$ cat config.mk
export PLATFORM = sky130hd
export DESIGN_NAME = bitsim_col_sequencer
export DESIGN_NICKNAME = d
export VERILOG_FILES = /design/src/rtl/bitsim_col_sequencer.sv
export SDC_FILE = /design/constraint.sdc
export NUM_CORES = 1
export LEC_CHECK = 0
export BUFFER_PORTS_ARGS = -buffer_cell sky130_fd_sc_hd__buf_2
export CELL_PAD_IN_SITES_DETAIL_PLACEMENT = 1
export CELL_PAD_IN_SITES_GLOBAL_PLACEMENT = 1
export CORE_ASPECT_RATIO = 0.8
export CORE_MARGIN = 4
export CORE_UTILIZATION = 35
export CTS_BUF_LIST = sky130_fd_sc_hd__clkbuf_2
export CTS_CLUSTER_DIAMETER = 150
export CTS_CLUSTER_SIZE = 30
export DETAILED_ROUTE_END_ITERATION = 10
export GPL_ROUTABILITY_DRIVEN = 0
export GPL_TIMING_DRIVEN = 1
export PLACE_DENSITY = 0.68
export SYNTH_ARGS = -nofsm -noshare
export SYNTH_HDL_FRONTEND = slang
export SYNTH_SLANG_ARGS = --single-unit
$ cat constraint.sdc
create_clock -name clk -period 11.27 [get_ports clk]
set_input_delay 1.127 -clock clk [delete_from_list [all_inputs] [get_ports clk]]
set_output_delay 1.127 -clock clk [all_outputs]
set_load 0.1 [all_outputs]
$ cat src/rtl/bitsim_col_sequencer.sv
// Bit-column issue sequencer: walks the non-zero bit columns of one signed weight
// vector MSB-first and emits the per-column mux/skip/accumulate controls for one MAC row.
module bitsim_col_sequencer #(
  parameter int DATA_WIDTH = 8,
  parameter int VEC_LENGTH = 16
) (
  input  logic                                   clk,
  input  logic                                   reset,
  input  logic                                   w_valid,
  output logic                                   w_ready,
  input  logic [VEC_LENGTH-1:0][DATA_WIDTH-1:0]  weight,
  input  logic [2:0]                             cfg_mul_const,
  input  logic                                   cfg_shift_mul,
  input  logic                                   cfg_en_mul,
  input  logic                                   stall,
  output logic                                   mac_en,
  output logic                                   load_accum,
  output logic [VEC_LENGTH/2-1:0][2:0]           act_sel,
  output logic [VEC_LENGTH/2-1:0]                act_val,
  output logic [VEC_LENGTH/8-1:0]                is_skip_zero,
  output logic [$clog2(DATA_WIDTH)-1:0]          column_idx,
  output logic                                   is_msb,
  output logic [2:0]                             mul_const,
  output logic                                   is_shift_mul,
  output logic                                   en_mul,
  output logic                                   done
);

  localparam int GROUPS = VEC_LENGTH / 8;
  localparam int SLOTS  = GROUPS * 4;
  localparam int CW     = $clog2(DATA_WIDTH);

  typedef enum logic [1:0] {IDLE, ISSUE, DRAIN} state_t;

  typedef struct packed {
    logic [SLOTS-1:0][2:0] sel;
    logic [SLOTS-1:0]      val;
    logic [GROUPS-1:0]     skip;
  } col_t;

  typedef struct packed {
    logic                  w_ready;
    logic                  mac_en;
    logic                  load_accum;
    logic [SLOTS-1:0][2:0] act_sel;
    logic [SLOTS-1:0]      act_val;
    logic [GROUPS-1:0]     skip;
    logic [CW-1:0]         col;
    logic                  is_msb;
    logic [2:0]            mul_const;
    logic                  shift;
    logic                  en_mul;
    logic                  done;
  } out_t;

  state_t                                state_q, state_d;
  logic [DATA_WIDTH-1:0]                 rem_q, rem_d;
  logic                                  pend_q, pend_d;
  out_t                                  out_q, out_d;
  logic [VEC_LENGTH-1:0][DATA_WIDTH-1:0] weight_q;
  logic                                  cfg_en_q;
  logic [DATA_WIDTH-1:0]                 mask;
  logic [CW-1:0]                         col_sel;
  col_t                                  cvec;

  function automatic logic [DATA_WIDTH-1:0] nz_cols(input logic [VEC_LENGTH-1:0][DATA_WIDTH-1:0] w);
    logic [DATA_WIDTH-1:0] m;
    m = '0;
    for (int l = 0; l < VEC_LENGTH; l++) m = m | w[l];
    return m;
  endfunction

  // Highest set bit; an empty mask maps to the MSB column so an all-zero vector still issues once.
  function automatic logic [CW-1:0] top_col(input logic [DATA_WIDTH-1:0] m);
    logic [CW-1:0] r;
    r = CW'(DATA_WIDTH - 1);
    for (int b = 0; b < DATA_WIDTH; b++) if (m[b]) r = CW'(b);
    return r;
  endfunction

  // Encode the minority value of each 8-lane group into 4 mux slots: slot = max(i, p-4), sel = p - slot.
  function automatic col_t build_col(input logic [VEC_LENGTH-1:0][DATA_WIDTH-1:0] w,
                                     input logic [CW-1:0] c);
    col_t       r;
    logic [7:0] tgt;
    int         k, i, s;
    r = '0;
    for (int g = 0; g < GROUPS; g++) begin
      k = 0;
      for (int j = 0; j < 8; j++) begin
        tgt[j] = w[8*g+j][c];
        k = k + (tgt[j] ? 1 : 0);
      end
      if (k <= 4) r.skip[g] = 1'b1;
      else        tgt = ~tgt;
      i = 0;
      for (int j = 0; j < 8; j++) begin
        if (tgt[j]) begin
          s = (j - 4 > i) ? j - 4 : i;
          for (int t = 0; t < 4; t++) begin
            if (t == s) begin
              r.val[4*g+t] = 1'b1;
              r.sel[4*g+t] = 3'(j - t);
            end
          end
          i = i + 1;
        end
      end
    end
    return r;
  endfunction

  always_comb begin
    state_d     = state_q;
    rem_d       = rem_q;
    pend_d      = pend_q;
    out_d       = out_q;
    out_d.mac_en = 1'b0;
    out_d.done  = 1'b0;
    mask        = '0;
    col_sel     = '0;
    cvec        = '0;
    case (state_q)
      IDLE: begin
        out_d         = '0;
        out_d.w_ready = 1'b1;
        if (w_valid) begin
          mask            = nz_cols(weight);
          col_sel         = top_col(mask);
          cvec            = build_col(weight, col_sel);
          rem_d           = mask & ~(DATA_WIDTH'(1) << col_sel);
          pend_d          = 1'b1;
          state_d         = ISSUE;
          out_d.w_ready   = 1'b0;
          out_d.mac_en    = 1'b1;
          out_d.act_sel   = cvec.sel;
          out_d.act_val   = cvec.val;
          out_d.skip      = cvec.skip;
          out_d.col       = col_sel;
          out_d.is_msb    = (col_sel == CW'(DATA_WIDTH - 1));
          out_d.mul_const = cfg_mul_const;
          out_d.shift     = cfg_shift_mul;
        end
      end
      ISSUE: begin
        if (!stall) begin
          out_d.mac_en     = 1'b1;
          out_d.load_accum = pend_q;
          out_d.en_mul     = pend_q & cfg_en_q;
          pend_d           = 1'b0;
          if (rem_q != '0) begin
            col_sel       = top_col(rem_q);
            cvec          = build_col(weight_q, col_sel);
            rem_d         = rem_q & ~(DATA_WIDTH'(1) << col_sel);
            out_d.act_sel = cvec.sel;
            out_d.act_val = cvec.val;
            out_d.skip    = cvec.skip;
            out_d.col     = col_sel;
            out_d.is_msb  = (col_sel == CW'(DATA_WIDTH - 1));
          end else begin
            state_d       = DRAIN;
            out_d.act_sel = '0;
            out_d.act_val = '0;
            out_d.skip    = '1;
            out_d.col     = '0;
            out_d.is_msb  = 1'b0;
          end
        end
      end
      DRAIN: begin
        if (!stall) begin
          state_d       = IDLE;
          out_d         = '0;
          out_d.w_ready = 1'b1;
          out_d.done    = 1'b1;
        end
      end
      default: state_d = IDLE;
    endcase
  end

  always_ff @(posedge clk or negedge reset) begin
    if (!reset) begin
      state_q       <= IDLE;
      rem_q         <= '0;
      pend_q        <= 1'b0;
      out_q         <= '0;
      out_q.w_ready <= 1'b1;
    end else begin
      state_q <= state_d;
      rem_q   <= rem_d;
      pend_q  <= pend_d;
      out_q   <= out_d;
    end
  end

  always_ff @(posedge clk) begin
    if (state_q == IDLE && w_valid) begin
      weight_q <= weight;
      cfg_en_q <= cfg_en_mul;
    end
  end

  assign w_ready      = out_q.w_ready;
  assign mac_en       = out_q.mac_en;
  assign load_accum   = out_q.load_accum;
  assign act_sel      = out_q.act_sel;
  assign act_val      = out_q.act_val;
  assign is_skip_zero = out_q.skip;
  assign column_idx   = out_q.col;
  assign is_msb       = out_q.is_msb;
  assign mul_const    = out_q.mul_const;
  assign is_shift_mul = out_q.shift;
  assign en_mul       = out_q.en_mul;
  assign done         = out_q.done;

endmodule
=== Word-level counts from Yosys, hierarchy flattened ===
Index checks and enable logic that the tools add are counted.

* Logic and storage cells: 914
* Bits of input ports: 137
* Output and inout bits: 47
* Register bits after elaboration: 187

* Reduce and logical (&&, ||, !) cells: 39
* Mux-type cells: 631
* $add $sub $neg: 52
* Equal/unequal tests: 93
* Bitwise logic cells: 24
* Magnitude comparators: 34
* Shift-type cells: 2

{| class="wikitable"
|+ Operator list
! cell !! number
|-
| $mux W32 || 122
|-
| $eq A3 B32 Y1 const A || 56
|-
| $eq A2 B32 Y1 const A || 28
|-
| $logic_not A32 Y1 || 28
|-
| $add A32 B2 Y32 const B || 24
|-
| $mux W12 || 56
|-
| $mux W3 || 130
|-
| $gt A3 B32 Y1 const A || 12
|-
| $gt A1 B32 Y1 const A || 8
|-
| $gt A2 B32 Y1 const A || 8
|-
| $mux W4 || 56
|-
| $mux W1 || 202
|-
| $mux W8 || 17
|-
| $or A8 B8 Y8 || 15
|-
| $pmux W40 S3 || 1
|-
| $bmux W1 S3 || 32
|-
| $not A8 Y8 || 6
|-
| $mux W47 || 1
|-
| $mux W42 || 1
|-
| $mux W40 || 1
|-
| $mux W38 || 1
|-
| $add A7 B1 Y8 || 4
|-
| $le A8 B3 Y1 const B || 4
|-
| $add A6 B1 Y7 || 4
|-
| other kinds (27) || 58
|}

=== Logic depth before layout (Yosys ltp) ===
Gate-level depths: netlist (run 1).

* Depth in word-level cells: 73
* Mapped depth: 41
* Gate-level depth less buffers: 39

=== Worst setup path after synthesis (run 1) ===
OpenSTA, ideal clock, no wires.

* Path kind: input to register
* From: input weight[90] (netlist bit)
* To: register out_q (netlist bit act_sel[10])
* Setup time: 0.104 ns
* Required time: 11.166 ns
* Stages on the path: 40
* Buffers on the path: 3
* Setup slack: 1.145 ns
* Data arrival time: 10.021 ns
* Cell sequence: nor4_2 > nand4_2 > a211oi_4 > o221ai_2 > buf_6 > nor2_1 > a211oi_2 > nor2_1 > inv_1 > fa_1 > inv_1 > fa_1 > fa_1 > inv_1 > ha_1 > inv_1 > fa_1 > nor2b_1 > [4 not listed] > a21boi_0 > inv_1 > ha_1 > o21bai_1 > and3_1 > clkbuf_1 > ha_1 > a21boi_2 > a41oi_2 > ha_1 > mux2i_1 > ha_1 > inv_1 > o21ai_0 > nor2_1 > a2111oi_1 > a211oi_1 > o311ai_1

* Word-level cells in the longest chain between the ends: 61
* Elaborated cells on any way between the ends: 117
* Classes of those cells: 13 x add/sub; 8 x order compare; 7 x eq/ne; 83 x mux; 6 x bitwise

{| class="wikitable"
|+ RTL lines
! element !! line !! source
|-
| start, declared || 11 || <nowiki>input logic [VEC_LENGTH-1:0][DATA_WIDTH-1:0] weight,</nowiki>
|-
| $or A8 B8 Y8 (*) (5 in a row) || 69 || <nowiki>for (int l = 0; l < VEC_LENGTH; l++) m = m | w[l];</nowiki>
|-
| $mux W3 (*) (6 in a row) || 77 || <nowiki>for (int b = 0; b < DATA_WIDTH; b++) if (m[b]) r = CW'(b);</nowiki>
|-
| $mux W3 (*) || 127 || <nowiki>if (w_valid) begin</nowiki>
|-
| $mux W3 (*) || 123 || <nowiki>case (state_q)</nowiki>
|-
| $bmux W1 S3 || 91 || <nowiki>tgt[j] = w[8*g+j][c];</nowiki>
|-
| $mux W1 (implied by the code) || 91 ||
|-
| $mux W1 || 92 || <nowiki>k = k + (tgt[j] ? 1 : 0);</nowiki>
|-
| $add A1 B1 Y2 || 92 ||
|-
| [36 not listed] || -- ||
|-
| $mux W32 || 123 ||
|-
| $gt A3 B32 Y1 || 99 || <nowiki>s = (j - 4 > i) ? j - 4 : i;</nowiki>
|-
| $mux W32 || 99 ||
|-
| $eq A3 B32 Y1 || 101 || <nowiki>if (t == s) begin</nowiki>
|-
| $mux W3 || 101 ||
|-
| $mux W12 (*) || 98 || <nowiki>if (tgt[j]) begin</nowiki>
|-
| $mux W42 (*) || 127 ||
|-
| $pmux W40 S3 (*) || 123 ||
|-
| end signal, assigned || 193 || <nowiki>out_q <= out_d;</nowiki>
|-
| end, declared || 59 || <nowiki>out_t out_q, out_d;</nowiki>
|}

Every way passes the cells marked *; elsewhere a longest branch is shown, timed or not. The select of a mux whose other input is x is not followed.
A chain may end at the register's enable or synchronous reset.

=== Worst setup path in the final report (run 1) ===
* From: input weight[66] (netlist bit)
* To: register out_q (netlist bit act_sel[9])

* Word-level cells in the longest chain between the ends: 64
* Elaborated cells on any way between the ends: 116
* Classes of those cells: 13 x add/sub; 7 x order compare; 6 x eq/ne; 81 x mux; 9 x bitwise

{| class="wikitable"
|+ RTL lines
! element !! line
|-
| $or A8 B8 Y8 (*) (8 in a row) || 69
|-
| $mux W3 (*) (6 in a row) || 77
|-
| $mux W3 (*) || 127
|-
| $mux W3 (*) || 123
|-
| $bmux W1 S3 || 91
|-
| $mux W1 (implied by the code) || 91
|-
| $mux W1 || 92
|-
| $add A1 B1 Y2 || 92
|-
| [36 not listed] || --
|-
| $mux W32 || 123
|-
| $gt A3 B32 Y1 || 99
|-
| $mux W32 || 99
|-
| $eq A3 B32 Y1 || 101
|-
| $mux W3 || 101
|-
| $mux W12 (*) || 98
|-
| $mux W42 (*) || 127
|-
| $pmux W40 S3 (*) || 123
|}

Marked as above.

==> impl_metrics.py, run 1 <==
metrics = {
    "floorplan": {
        "initial_core_util_pct": 35.68,
        "fp.dieArea_um2": 45020,
        "core-area_um2": 40880,
        "core.rowCount": 66,
        "die_h_um": 190.6,
        "pin_count": 184,
        "die_w_um": 236.2,
    },
    "timing": {
        "worst_pin_slew_ps": 1185,
        "finClkSkew_ps": 85.48,
        "max_slew_margin_pct": 20.73,
        "rsz0062_at_grt": "false",
        "clock.fmax_ghz": 0.09250,
        "tns_ps": 0,
        "min_period_ps": 10810,
        "final-setup-viol-count": 0,
        "final_hold_viol_count": 0,
        "whs_ps": 268.0,
        "slew_violations": 0,
        "min_period_over_period_pct": 95.93,
    },
    "logic_synthesis": {
        "synth-xor-area-share_pct": 3.346,
        "synth_area_um2": 14590,
        "synth-compound-area-share_pct": 27.77,
        "synth_nets": 1743,
        "ys_seq_elements": 187,
        "yosys.area.top_type_share_pct": 26.56,
        "yosysWarningCount": 0,
        "ys_types": 116,
        "synthCells": 1522,
        "yosys.area_share.adder_pct": 8.030,
        "synth_edf_count": 129,
        "synth-main-ff-cell": "edfxtp_1",
        "synthTopCellsByArea": "edfxtp_1, dfrtp_1, ha_1",
        "yosys-top-cells-count": "edfxtp_1, nor2_1, nand2_1",
        "muxShareOfSynthArea_pct": 1.064,
        "synth.yosys.seq_area_share_pct": 36.52,
        "yosysMostFrequentCell": "edfxtp_1",
        "async_reset_ff_share_pct": 31.02,
        "yosys.area_share.simple_pct": 18.87,
        "yosys.area.top_type": "edfxtp_1",
        "synth_top_family_by_area": "compound AO/OA/AOI/OAI gates",
        "synth.avg_cell_area_um2": 9.583,
    },
    "drt": {
        "num_vias": 14400,
        "drc": 0,
        "wirelength_mm": 62.35,
        "avgRoutedWirePerCell_um": 27.33,
        "dr.pass1.iters": 7,
        "postRouteAntennaNets": 0,
        "drt_iter0_markers": 1402,
        "vias_per_cell": 6.312,
    },
    "run_status": {
        "outcome": "complete, no violations",
    },
    "worst_setup_path": {
        "end_kind": "register",
        "critPathBufInv": 6,
        "path_class": "in -> reg",
        "slowest_stage": "nor2_1",
        "start_kind": "input port",
        "critPathMaxFanout": 11,
        "cp_slowest_stage_delay_ps": 920,
        "crit_required_ps": 12080,
        "rrSetupSlack_ps": 760,
        "arrival_ps": 11620,
        "cp_top_family": "compound AO/OA/AOI/OAI gates",
    },
    "clock_tree": {
        "cts_setup_buffers": 0,
        "cts_buffers": 17,
        "root_buffer": "clkbuf_2",
        "clkTransAtPathRegs_ps": 370,
        "cts_sinks": 187,
        "cts_resized": 0,
        "cts_hold_buf": 0,
        "cts_max_path_buffers": 2,
        "clock_latency_ps": 970,
        "cts_tree": "built",
        "cts_max_level": 4,
    },
    "grt": {
        "grt_pass1_wl_mm": 93.08,
        "grt_usage_pct": 27.22,
        "grt_pass1_vias": 14560,
        "antenna_found_initial": 5,
        "grt.overflow.total": 0,
        "grt_max_degree": 84,
    },
    "min_path": {
        "min_path_type": "in -> async",
    },
    "cells_and_area": {
        "layout.nets": 1943,
        "synthToLayoutAreaGrowth_pct": 14.16,
        "fillers": 4732,
        "final_layout_size_suffix_gt1_share_pct": 21.84,
    },
    "placement": {
        "post-dp-hpwl_mm": 50.38,
        "port_buffers": 183,
    },
    "job": {
        "cap_violations": 0,
    },
}
==> worst reg2reg max path, delay by kind of cell (launching register included) <==
family / cells / cell delay [ps]
DFF: 1 / 610
buffers and inverters: 4 / 510
AOI/OAI and AO/OA: 13 / 3450
and+or+nand+nor: 9 / 2460
adders and majority gates: 9 / 3280
muxes: 1 / 60
==> cells in the final DEF, fill, tap and decap left out, drive strengths merged, types with 11 or more instances in the layout <==
| cell | n |
|---|---|
| and4 | 11 |
| o21a | 28 |
| and3 | 12 |
| o31ai | 15 |
| o22ai | 28 |
| nor4 | 48 |
| mux2i | 11 |
| dfrtp | 57 |
| buf | 238 |
| o211ai | 29 |
| ha | 68 |
| nor2 | 124 |
| inv | 108 |
| nand3 | 32 |
| a211oi | 22 |
| a221o | 15 |
| o21ai | 83 |
| a22o | 14 |
| a31oi | 22 |
| o31a | 11 |
| nand2 | 101 |
| xnor2 | 39 |
| a21oi | 84 |
| clkbuf | 17 |
| a22oi | 19 |
| or2 | 16 |
| fa | 16 |
| edfxtp | 129 |
| nand4 | 23 |
| nor3 | 45 |
| a2111oi | 13 |
| a21o | 21 |
| o221ai | 17 |
| nand2b | 19 |
| o221a | 17 |
| o22a | 15 |
==> area by class of cell <==
| type | count | area [µm²] | share of cell area [%] |
|---|---|---|---|
| inverters | 103 | 391.6 | 2.352 |
| clock buffers | 17 | 85.08 | 0.5110 |
| diodes | 2 | 5.005 | 0.03006 |
| flip-flops and latches | 187 | 5326 | 31.99 |
| multi-input cells | 1175 | 8632 | 51.84 |
| well taps | 544 | 680.7 | 4.088 |
| clock inverters | 15 | 201.4 | 1.210 |
| repair buffers | 238 | 1329 | 7.980 |
==> metal layers <==
| metal | track usage (%) | routed length [µm] |
|---|---|---|
| met2 | 42.46 | 27460 |
| met3 | 6.897 | 5981 |
| met4 | 9.630 | 2419 |
| met1 | 36.97 | 26440 |
| met5 | 0 | 42 |
==> worst paths after layout <==
kind / startpoint / cells past startpoint / to
min in group clk: cfg_en_mul / 1 / cfg_en_q
hold / removal: reset / 2 / rem_q[6]
setup reg to reg: rem_q[6] / 36 / act_sel[10]
setup / recovery: weight[66] / 37 / act_sel[9]
max in group asynchronous: reset / 2 / act_val[1]
hold reg to reg: w_ready / 2 / w_ready
==> stage by stage <==
stage | worst slack [ps] | utilization (%) | std cells | cell area [µm²]
after CTS | 699.0 | 40.72 | 2279 | 16640
final | 458.9 | 40.73 | 2281 | 16650
after floorplan | 1145 | - | 1522 | 14590
after detailed placement | -264.3 | 40.02 | 2247 | 16360
after global routing | 8.233 | 40.73 | 2281 | 16650
after global placement | 274.9 | 40.02 | 2247 | 16360
==> flip-flops by register name, summed over array words and instances, names as in the netlist <==
signal / cells
weight_q: 128
act_sel: 24
act_val: 8
rem_q: 8
column_idx: 3
mul_const: 3
is_skip_zero: 2
state_q: 2
cfg_en_q: 1
done: 1
en_mul: 1
is_msb: 1
is_shift_mul: 1
load_accum: 1
mac_en: 1
pend_q: 1
w_ready: 1
==> cells by family after synthesis <==
| family | count (synthesis) |
|---|---|
| xor+xnor | 51 |
| mux | 15 |
| buf+inv | 160 |
| compound gates | 540 |
| flops | 187 |
| fa+ha+maj | 84 |
| simple gates | 485 |
Power of run 1 is not shown: default switching activity piles up to over one toggle a cycle in this logic, so the estimate is an artifact.
==> run 2: changes to the inputs <==
Settings changed: SLEW_MARGIN from default to 30.
Clock period 11.27 ns to 11.05 ns, I/O delays scaled along.
==> impl_metrics.py, run 2 (synthesized netlist as in run 1, its figures left out) <==
metrics = {
    "run_status": {
        "outcome": "complete, no violations",
    },
    "worst_setup_path": {
        "start_kind": "register",
        "cp_slowest_stage_delay_ps": 630,
        "end_kind": "register",
        "critPathMaxFanout": 9,
        "arrival_ps": 11380,
        "cpMostUsedCell": "ha_1",
        "crit_required_ps": 11910,
        "slowest_stage": "dfrtp_1",
        "path_class": "reg -> reg",
    },
    "clock_tree": {
        "clock_latency_ps": 990,
        "cts_sinks": 187,
        "cts_buffers": 17,
        "cts_tree": "built",
        "cts_max_path_buffers": 2,
        "root_buffer": "clkbuf_2",
        "cts_max_level": 4,
        "clkTransAtPathRegs_ps": 350,
        "cts_hold_buf": 0,
    },
    "cells_and_area": {
        "final_layout_size_suffix_gt1_share_pct": 21.91,
        "fillers": 4777,
        "final_common_cell": "buf_2",
        "synthToLayoutAreaGrowth_pct": 13.96,
        "largest_reg_flops": 128,
        "fin_util_pct": 40.66,
        "layout.nets": 1947,
        "layout_common_cells": "buf_2, edfxtp_1, nor2_1, nand2_1, inv_1",
        "largest-register": "weight_q",
        "fin_area_um2": 16620,
    },
    "floorplan": {
        "core.rowCount": 66,
        "fp.dieArea_um2": 45020,
        "core-area_um2": 40880,
        "die_h_um": 190.6,
        "die_w_um": 236.2,
        "pin_count": 184,
        "initial_core_util_pct": 35.68,
    },
    "timing": {
        "clock.fmax_ghz": 0.09503,
        "finClkSkew_ps": 91.56,
        "final-setup-viol-count": 0,
        "worst_pin_slew_ps": 842.0,
        "tns_ps": 0,
        "min_period_over_period_pct": 95.23,
        "final_hold_viol_count": 0,
        "rsz0062_at_grt": "false",
        "min_period_ps": 10520,
        "slew_violations": 0,
        "max_slew_margin_pct": 43.46,
    },
    "grt": {
        "grt.overflow.total": 0,
        "grt_max_degree": 87,
        "antenna_found_initial": 2,
        "grt_pass1_vias": 14570,
        "grt_pass1_wl_mm": 93.01,
        "grt_usage_pct": 27.26,
    },
    "drt": {
        "dr.pass1.iters": 6,
        "num_vias": 14330,
        "drt_iter0_markers": 1577,
        "drc": 0,
        "postRouteAntennaNets": 0,
        "avgRoutedWirePerCell_um": 27.34,
        "vias_per_cell": 6.274,
        "wirelength_mm": 62.44,
    },
    "min_path": {
        "min_path_type": "in -> async",
    },
    "job": {
        "cap_violations": 0,
    },
    "placement": {
        "dpl_cell_area_um2": 16370,
        "port_buffers": 183,
        "post-dp-hpwl_mm": 50.33,
    },
}
==> run 2: final timing paths <==
kind	from	to	slack (ps)	depth (start not counted)
max reg2reg	rem_q[3]	act_sel[22]	530	40
min in group clk	cfg_en_mul	cfg_en_q	310	1
min reg2reg	w_ready	w_ready	490	2
min	reset	rem_q[4]	230	2
max	rem_q[3]	act_sel[22]	530	40
max in group asynchronous	reset	act_sel[11]	10230	2
==> run 2: routing by layer <==
layer,track usage [%],share of wire (%),vias up
li1,-,-,6332
met1,36.72,43,7196
met2,42.39,44,649
met3,7.143,8.7,150
met4,10.26,4.3,2
met5,0,0.021,-
==> run 2: final cells by class <==
class | instances | area [µm²] | area share [%]
multi-input combinational | 1175 | 8645 | 52.01
timing repair buffer | 242 | 1363 | 8.198
antenna | 1 | 2.502 | 0.01506
inverter | 103 | 391.6 | 2.356
clock buffer | 19 | 95.09 | 0.5721
sequential | 187 | 5326 | 32.05
clock inverter | 13 | 117.6 | 0.7076
tap | 544 | 680.7 | 4.095
==> run 2: through the flow <==
stage / hold slack [ps] / setup WS (ps) / instances
after floorplan: 467.9 / 947.1 / 1522
after detailed placement: 462.8 / -69.87 / 2249
final: 227.2 / 527.0 / 2284
after CTS: 203.5 / 544.0 / 2281
after global placement: 449.0 / 222.9 / 2249
after global routing: 195.2 / 17.63 / 2284
==> run 2: critical path: cells and delay by family (launching register included) <==
| family | cells | cell delay, ps |
|---|---|---|
| compound gates | 11 | 3200 |
| xor+xnor | 1 | 150 |
| fa+ha+maj | 9 | 3410 |
| buf+inv | 6 | 770 |
| flops | 1 | 630 |
| mux | 2 | 510 |
| simple gates | 11 | 1690 |
==> run 2: what timing repair did <==
action                                  CTS  global route
endpoints found under the setup margin    0             2
resized for setup                         0             3
buffers inserted                          0             2
Power of run 2 is left out for the same reason.
